[config.mk]
export PLATFORM = sky130hd
export DESIGN_NAME = bus_dma
export DESIGN_NICKNAME = d
export VERILOG_FILES = /design/src/rtl/bus_dma_pkg.sv /design/src/rtl/bus_init_port.sv /design/src/rtl/bus_dma.sv
export SDC_FILE = /design/constraint.sdc
export NUM_CORES = 1
export LEC_CHECK = 0
export BUFFER_PORTS_ARGS = -buffer_cell sky130_fd_sc_hd__buf_2
export CORE_MARGIN = 2
export CORE_UTILIZATION = 44
export DETAILED_ROUTE_END_ITERATION = 7
export GPL_TIMING_DRIVEN = 0
export HOLD_SLACK_MARGIN = 0.02
export PLACE_DENSITY = 0.75
export RECOVER_POWER = 100
export REMOVE_ABC_BUFFERS = 1
export SYNTH_ARGS = -nofsm -noshare
export SYNTH_HDL_FRONTEND = slang
export SYNTH_SLANG_ARGS = --single-unit
export TNS_END_PERCENT = 1
[constraint.sdc]
create_clock -name clk -period 2.4 [get_ports clk]
set_input_delay 0.12 -clock clk [delete_from_list [all_inputs] [get_ports clk]]
set_output_delay 0.12 -clock clk [all_outputs]
set_load 0.01 [all_outputs]
[src/rtl/bus_dma_pkg.sv]
// Shared types and constants for the bus_dma word-copy engine.
package bus_dma_pkg;

  typedef enum logic [2:0] {
    StIdle  = 3'd0,
    StRd    = 3'd1,
    StRdGap = 3'd2,
    StWr    = 3'd3,
    StWrGap = 3'd4,
    StFin   = 3'd5
  } state_e;

  localparam logic [3:0]  WSTRB_RD   = 4'h0;
  localparam logic [3:0]  WSTRB_WR   = 4'hF;
  localparam logic [31:0] WORD_BYTES = 32'd4;

  function automatic logic [31:0] word_align(input logic [31:0] addr);
    return {addr[31:2], 2'b00};
  endfunction

endpackage

[src/rtl/bus_init_port.sv]
// Single-transaction bus initiator: holds the request stable while valid is high,
// and reports handshake completion or timeout as single-cycle pulses.
module bus_init_port #(
  parameter int unsigned TIMEOUT = 255
) (
  input  logic        clk_i,
  input  logic        reset_i,
  input  logic        req_i,
  input  logic [31:0] req_addr_i,
  input  logic [3:0]  req_wstrb_i,
  input  logic [31:0] req_wdata_i,
  output logic        ack_o,
  output logic        tmo_o,
  output logic        mem_valid_o,
  input  logic        mem_ready_i,
  output logic [31:0] mem_addr_o,
  output logic [3:0]  mem_wstrb_o,
  output logic [31:0] mem_wdata_o
);

  // Timeout fires on the edge that would bring the wait count up to TIMEOUT.
  localparam logic [15:0] TmoLast = 16'(TIMEOUT - 1);

  logic        valid_q, valid_d;
  logic [15:0] cnt_q, cnt_d;
  logic [31:0] addr_q, addr_d;
  logic [3:0]  wstrb_q, wstrb_d;
  logic [31:0] wdata_q, wdata_d;

  assign ack_o = valid_q & mem_ready_i;
  assign tmo_o = valid_q & ~mem_ready_i & (cnt_q == TmoLast);

  always_comb begin
    valid_d = valid_q;
    addr_d  = addr_q;
    wstrb_d = wstrb_q;
    wdata_d = wdata_q;
    if (req_i) begin
      valid_d = 1'b1;
      addr_d  = req_addr_i;
      wstrb_d = req_wstrb_i;
      wdata_d = req_wdata_i;
    end else if (ack_o || tmo_o) begin
      valid_d = 1'b0;
    end
    if (!valid_q || ack_o || tmo_o) begin
      cnt_d = '0;
    end else begin
      cnt_d = cnt_q + 16'd1;
    end
  end

  always_ff @(posedge clk_i) begin
    if (reset_i) begin
      valid_q <= 1'b0;
      cnt_q   <= '0;
      addr_q  <= '0;
      wstrb_q <= '0;
      wdata_q <= '0;
    end else begin
      valid_q <= valid_d;
      cnt_q   <= cnt_d;
      addr_q  <= addr_d;
      wstrb_q <= wstrb_d;
      wdata_q <= wdata_d;
    end
  end

  assign mem_valid_o = valid_q;
  assign mem_addr_o  = addr_q;
  assign mem_wstrb_o = wstrb_q;
  assign mem_wdata_o = wdata_q;

endmodule

[src/rtl/bus_dma.sv]
// Single-channel word-copy DMA: sequences read/write transactions through bus_init_port,
// with a mandatory idle gap after each handshake.
module bus_dma
  import bus_dma_pkg::*;
#(
  parameter int unsigned TIMEOUT = 255,
  parameter int unsigned LEN_W   = 16
) (
  input  logic             clk,
  input  logic             reset,
  input  logic             start,
  input  logic [31:0]      src_addr,
  input  logic [31:0]      dst_addr,
  input  logic [LEN_W-1:0] len,
  output logic             busy,
  output logic             done,
  output logic             err,
  output logic [LEN_W-1:0] words_done,
  output logic             mem_valid,
  input  logic             mem_ready,
  output logic [31:0]      mem_addr,
  output logic [3:0]       mem_wstrb,
  output logic [31:0]      mem_wdata,
  input  logic [31:0]      mem_rdata
);

  state_e           state_q, state_d;
  logic [31:0]      src_q, src_d, dst_q, dst_d, data_q, data_d;
  logic [LEN_W-1:0] rem_q, rem_d, words_q, words_d;
  logic             busy_q, busy_d, done_q, done_d, err_q, err_d;

  logic             req, ack, tmo;
  logic [31:0]      req_addr;
  logic [3:0]       req_wstrb;

  // Requests are issued on the edge entering RD/WR so valid is registered at the port.
  always_comb begin
    state_d   = state_q;
    src_d     = src_q;
    dst_d     = dst_q;
    data_d    = data_q;
    rem_d     = rem_q;
    words_d   = words_q;
    err_d     = err_q;
    req       = 1'b0;
    req_addr  = src_q;
    req_wstrb = WSTRB_RD;
    unique case (state_q)
      StIdle: begin
        if (start) begin
          err_d   = 1'b0;
          words_d = '0;
          if (len != '0) begin
            src_d    = word_align(src_addr);
            dst_d    = word_align(dst_addr);
            rem_d    = len;
            req      = 1'b1;
            req_addr = word_align(src_addr);
            state_d  = StRd;
          end else begin
            state_d = StFin;
          end
        end
      end
      StRd: begin
        if (tmo) begin
          err_d   = 1'b1;
          state_d = StFin;
        end else if (ack) begin
          data_d  = mem_rdata;
          state_d = StRdGap;
        end
      end
      StRdGap: begin
        req       = 1'b1;
        req_addr  = dst_q;
        req_wstrb = WSTRB_WR;
        state_d   = StWr;
      end
      StWr: begin
        if (tmo) begin
          err_d   = 1'b1;
          state_d = StFin;
        end else if (ack) begin
          src_d   = src_q + WORD_BYTES;
          dst_d   = dst_q + WORD_BYTES;
          words_d = words_q + LEN_W'(1);
          rem_d   = rem_q - LEN_W'(1);
          state_d = (rem_q == LEN_W'(1)) ? StFin : StWrGap;
        end
      end
      StWrGap: begin
        req      = 1'b1;
        req_addr = src_q;
        state_d  = StRd;
      end
      StFin:   state_d = StIdle;
      default: state_d = StIdle;
    endcase
    busy_d = (state_d == StRd) || (state_d == StRdGap) || (state_d == StWr) ||
             (state_d == StWrGap);
    done_d = (state_d == StFin);
  end

  always_ff @(posedge clk) begin
    if (reset) begin
      state_q <= StIdle;
      src_q   <= '0;
      dst_q   <= '0;
      data_q  <= '0;
      rem_q   <= '0;
      words_q <= '0;
      busy_q  <= 1'b0;
      done_q  <= 1'b0;
      err_q   <= 1'b0;
    end else begin
      state_q <= state_d;
      src_q   <= src_d;
      dst_q   <= dst_d;
      data_q  <= data_d;
      rem_q   <= rem_d;
      words_q <= words_d;
      busy_q  <= busy_d;
      done_q  <= done_d;
      err_q   <= err_d;
    end
  end

  bus_init_port #(
    .TIMEOUT(TIMEOUT)
  ) u_port (
    .clk_i       (clk),
    .reset_i     (reset),
    .req_i       (req),
    .req_addr_i  (req_addr),
    .req_wstrb_i (req_wstrb),
    .req_wdata_i (data_q),
    .ack_o       (ack),
    .tmo_o       (tmo),
    .mem_valid_o (mem_valid),
    .mem_ready_i (mem_ready),
    .mem_addr_o  (mem_addr),
    .mem_wstrb_o (mem_wstrb),
    .mem_wdata_o (mem_wdata)
  );

  assign busy       = busy_q;
  assign done       = done_q;
  assign err        = err_q;
  assign words_done = words_q;

endmodule

Word level (Yosys, flattened, before mapping)
Cells that the tools add are included.
{"block": "op_classes", "add_sub_neg": 5, "eq_ne": 16, "n_mux": 37, "bitwise": 5, "n_reduce_logical": 20}
{"cell": "32-bit 2-to-1 mux", "n": 8}
{"cell": "32-bit case mux with 2 select lines", "n": 3}
{"cell": "16-bit 2-to-1 mux", "n": 7}
{"cell": "32-bit by 3-bit adder with 32-bit output, second input constant", "n": 2}
{"cell": "16-bit case mux with 2 select lines", "n": 2}
{"cell": "16-bit by 1-bit adder with 16-bit output, second input constant", "n": 2}
{"cell": "3-bit 2-to-1 mux", "n": 6}
{"cell": "16-bit by 1-bit == test with 1-bit output, second input constant", "n": 1}
{"cell": "16-bit by 8-bit == test with 1-bit output, second input constant", "n": 1}
{"cell": "16-bit nonzero test", "n": 1}
{"cell": "16-bit by 1-bit subtractor with 16-bit output, second input constant", "n": 1}
{"cell": "3-bit case mux with 5 select lines", "n": 1}
{"cell": "3-bit by 2-bit == test with 1-bit output, second input constant", "n": 4}
{"cell": "3-bit == test, second input constant", "n": 3}
{"cell": "3-bit AND reduction", "n": 3}
{"cell": "1-bit 2-to-1 mux", "n": 7}
{"cell": "3-bit by 1-bit == test with 1-bit output, second input constant", "n": 2}
{"cell": "1-bit logical OR", "n": 6}
{"cell": "2-bit != test, second input constant", "n": 3}
{"cell": "2-bit nonzero test", "n": 3}
{"cell": "2-bit OR reduction", "n": 3}
{"cell": "5-bit AND reduction", "n": 1}
{"cell": "4-bit 2-to-1 mux", "n": 1}
{"cell": "2-bit by 1-bit != test with 1-bit output, second input constant", "n": 2}
{"cell": "other kinds (6)", "n": 10}
{"block": "totals", "ff_bits": 219, "wordCells": 97}

Logic depth before layout (Yosys ltp)
{"block": "logic_depth", "word_depth": 9, "ltp_mapped": 9, "ltp_nobuf": 7}

Modules after synthesis
From an unflattened synthesis, not the netlist that was laid out.
{"block": "unflattened", "cells_unflattened": 1399, "hier_area_um2": 11116.9}
{"mod": "bus_dma", "instances": 1, "cells_each": 1093, "area_per_inst_um2": 7918.8, "seq_area_each_um2": 2642.5}
{"mod": "bus_init_port", "instances": 1, "cells_each": 306, "area_per_inst_um2": 3198.1, "seq_area_each_um2": 1701.6}

Least setup slack after synthesis
Ideal clock, no wire load.
{"block": "synth_timing", "path_type": "reg-to-reg", "startpoint": "register state_q[0]", "endpoint": "register src_q[31]", "setup_ps": 141, "t_arrival_ps": 1913, "required_time_ps": 2259, "path_slack_ps": 345, "path_stages_with_launch": 9, "n_path_buf": 3, "cell_sequence": "dfxtp_1 > clkbuf_1 > or4b_1 > buf_2 > a41o_1 > clkbuf_1 > and3_1 > a21oi_1 > o221ai_1"}
{"block": "synth_between", "elab_chain_cells": 3}
{"item": "from (decl)", "line_no": "bus_dma.sv:27", "source": "state_e state_q, state_d;"}
{"item": "from (signal assigned)", "line_no": "bus_dma.sv:107", "source": "state_q <= StIdle;"}
{"item": "from (signal assigned)", "line_no": "bus_dma.sv:117", "source": "state_q <= state_d;"}
{"item": "3-bit by 2-bit == test with 1-bit output / 3-bit logical NOT (equally long branches)", "line_no": "bus_dma.sv:48", "source": "unique case (state_q)"}
{"item": "2-bit by 1-bit != test with 1-bit output (no line), or another cell as far along"}
{"item": "3-bit AND reduction (no line)"}
{"item": "to (signal assigned)", "line_no": "bus_dma.sv:118", "source": "src_q <= src_d;"}
{"item": "to (decl)", "line_no": "bus_dma.sv:28", "source": "logic [31:0] src_q, src_d, dst_q, dst_d, data_q, data_d;"}
Several ways; a longest one is shown, not always the timed one.
A chain may end at the register's enable or synchronous reset.

Final worst setup path
{"block": "layout_timing", "startpoint": "register state_q[1]", "endpoint": "register u_port.addr_q[22] (netlist: u_port.mem_addr_o[22])"}
{"block": "layout_between", "elab_chain_cells": 3}
{"item": "3-bit == test / 3-bit by 2-bit == test with 1-bit output (equally long branches)", "line_no": "bus_dma.sv:48"}
{"item": "2-bit OR reduction (no line)"}
{"item": "1-bit case mux with 2 select lines", "line_no": "bus_dma.sv:48"}
{"item": "to (signal assigned)", "line_no": "bus_init_port.sv:63", "source": "addr_q <= addr_d;"}
{"item": "to (decl)", "line_no": "bus_init_port.sv:26", "source": "logic [31:0] addr_q, addr_d;"}
Several ways; a longest one is shown, not always the timed one.

==> impl_metrics.json <==
{
  "reg2reg_from": "state_q[1]",
  "wl_per_cell_um": 17.5,
  "cts_inserted_buffers": 24,
  "hold-worst-slack_ps": 50.6,
  "die-area_sq_mm": 0.0260,
  "synthArstFlopShare": 0,
  "ys_top_cells_by_area": "dfxtp_1 (39%), nand2_1 (8.0%), a21oi_1 (7.5%), nor2_1 (4.3%), o21ai_0 (3.8%)",
  "yosys_register_bits": 214,
  "die_h_um": 161,
  "power.static_leakage_nw": 4.92,
  "design_area_sq_mm": 0.0140,
  "synthCells": 1412,
  "synth_flop_cell": "dfxtp_1",
  "reg2reg_slack_ps": -40,
  "gr-total-overflow": 0,
  "crit_chain": "or4b_4 -> a41o_4 -> o21ai_4 -> buf_16 -> buf_16 -> nor2_1 -> a311oi_1",
  "initial_utilization": 0.447,
  "synth.top_cell.area_share": 0.394,
  "fin_cells": 1985,
  "viasPerCell": 5.89,
  "clockRootBuffer": "clkbuf_16",
  "place.gp.congestion": 0.841,
  "crit_path_max_incr_delay_ps": 630,
  "area_growth_syn_to_layout_pct": 29.2,
  "ant_nets": 0,
  "seqPwrFrac": 0.413,
  "path_delay_family": "compound AO/OA/AOI/OAI gates",
  "yosysTopAreaCell": "dfxtp_1",
  "grt_usage": 0.252,
  "crit_path_frequent_cell": "buf_16",
  "path_clk_slew_ps": 60,
  "port_buffers": 199,
  "synth_area_sq_mm": 0.0109,
  "htreeDepth": 1,
  "switching_share": 0.286,
  "slew_headroom": 0.141,
  "status": "complete, but fails checks",
  "final_common_cell": "nand2_1",
  "skew_ps": 15.4,
  "period_share": 1.02,
  "max_freq_mhz": 409,
  "critPathBufInv": 2,
  "ys_types": 72,
  "violations": "setup timing",
  "p_int_w": 0.00700,
  "die_w_um": 161,
  "ir_drop_mv": 0.497,
  "drv_slew": 0,
  "cts_tree": "built",
  "dpl.hpwl_um": 21600,
  "rows": 57,
  "cts_buffer_depth": 3,
  "comb_power_share": 0.182,
  "fin_nets": 1768,
  "layout-drive-gt1-share": 0.146,
  "hold_viol": 0,
  "layout_min_cycle_time_ps": 2440,
  "syn_area_per_cell_sq_um": 7.70,
  "finalSetupViolations": 5,
  "dp_cells": 1835,
  "grt_pass1_wl_um": 54200,
  "dr.first_iter.drc_count": 1262,
  "cap_violations": 0,
  "powerDensity_mw_per_mm2": 698,
  "cts_sinks": 214,
  "dr.pass1.iters": 8,
  "p_sw_w": 0.00280,
  "place_area_sq_mm": 0.0122,
  "p_total_w": 0.00980,
  "setup_slack_ps": -42.7,
  "routed_wl_um": 34700,
  "insertion_delay_ps": 510,
  "cp_slowest_cell": "or4b_4",
  "antenna_found_initial": 1,
  "io_pins": 204,
  "cp-start-kind": "flop",
  "vias": 11700,
  "worstPathRequired_ps": 2810,
  "synth_edf_count": 0,
  "critPathLaunch": "state_q[1]",
  "path_class": "flop to flop",
  "yosysSeqAreaShare": 0.394,
  "layout_common_cells": "nand2_1 (230), dfxtp_1 (211), a21oi_1 (163), nor2_1 (120), buf_2 (109)",
  "core_sq_mm": 0.0243,
  "fin_util": 0.577,
  "rsz0062_at_grt": "yes",
  "endpoint_kind": "flop",
  "p_clk_frac": 0.405,
  "worstPathMaxFanout": 31,
  "yosysWarnings": 0,
  "grt_pass1_vias": 10600,
  "cp.arrival_ps": 2850,
  "hp-class": "input pin to flop",
  "tightest_slew_ps": 1290,
  "hold_start": "len[5]",
  "grt_max_degree": 97,
  "route.detailed.drc": 0
}
sequential cells by signal, summed over array words and instances, names as in the netlist:
signal / cells
busy: 1
data_q: 32
done: 1
dst_q: 30
err: 1
rem_q: 16
src_q: 32
state_q: 3
u_port.cnt_q: 16
u_port.mem_addr_o: 32
u_port.mem_valid_o: 1
u_port.mem_wdata_o: 32
u_port.mem_wstrb_o: 1
words_done: 16
per-stage QoR:
stage                     TNS, ps  setup slack [ps]
after detailed placement  -176500             -1870
after global routing        -1690              -109
final                        -108             -42.7
after global placement    -860110             -8370
after CTS                   -24.1             -24.1
after floorplan           -333320             -3900
timing repair:
| action | in CTS | in global routing |
|---|---|---|
| hold buffers | 98 | 0 |
| pin swaps | 11 | 2 |
| endpoints found under the hold margin | 98 | 0 |
| resized for setup | 16 | 7 |
| buffers inserted | 7 | 0 |
| endpoints found under the setup margin | 161 | 53 |
| gates cloned | 3 | 0 |
cells in the mapped netlist, types with 28 or more instances:
cell type and count:
nor2_1 124, dfxtp_1 214, inv_1 46, o21ai_0 83
nand3_1 45, a21oi_1 163, clkbuf_1 85, nor3_1 45
nand2_1 231, a311oi_1 33, mux2_2 28, nand4_1 28
worst min-delay path: stages:
cell	delay (ps)
buf_2	100
a22o_1	140
a22oi_1	80
nor2_1	90
final cells by class:
type                       count  area [sq um]
sequential                   214          4300
clock inverter                 7           135
antenna                        1          2.50
clock buffer                  34           709
tap                          324           405
inverter                      46           173
fill                        2246         10300
timing repair buffer         320          2270
multi-input combinational   1039          6050
logic make-up after synthesis:
logic type	share of synthesized area
simple gates	0.239
compound gates	0.241
buf+inv	0.0623
flops	0.394
fa+ha+maj	0.00806
mux	0.0337
xor+xnor	0.0218
power groups by stage:
| stage | Sequential, W | Combinational, W | Clock [W] |
|---|---|---|---|
| global route | 0.00408 | 0.00194 | 0.00416 |
| global placement | 0.00412 | 0.00146 | 0 |
| detailed placement | 0.00412 | 0.00160 | 0 |
| floorplan | 0.00409 | 0.000893 | 0 |
| CTS | 0.00403 | 0.00179 | 0.00402 |
| finish | 0.00405 | 0.00179 | 0.00397 |
path summary, 6_finish.rpt:
path | to | depth (start not counted)
max | u_port.mem_addr_o[22] | 7
min reg2reg | u_port.mem_wdata_o[6] | 2
max reg2reg | u_port.mem_addr_o[22] | 7
min | rem_q[5] | 4
metal layers:
| metal | global-route usage | part of all wire | up-vias |
|---|---|---|---|
| li1 | - | - | 5552 |
| met1 | 0.336 | 0.42 | 5521 |
| met2 | 0.414 | 0.46 | 534 |
| met3 | 0.0388 | 0.080 | 92 |
| met4 | 0.0893 | 0.036 | 0 |
| met5 | 0 | 0 | - |
No activity file was read; power rests on OpenSTA's default activity.
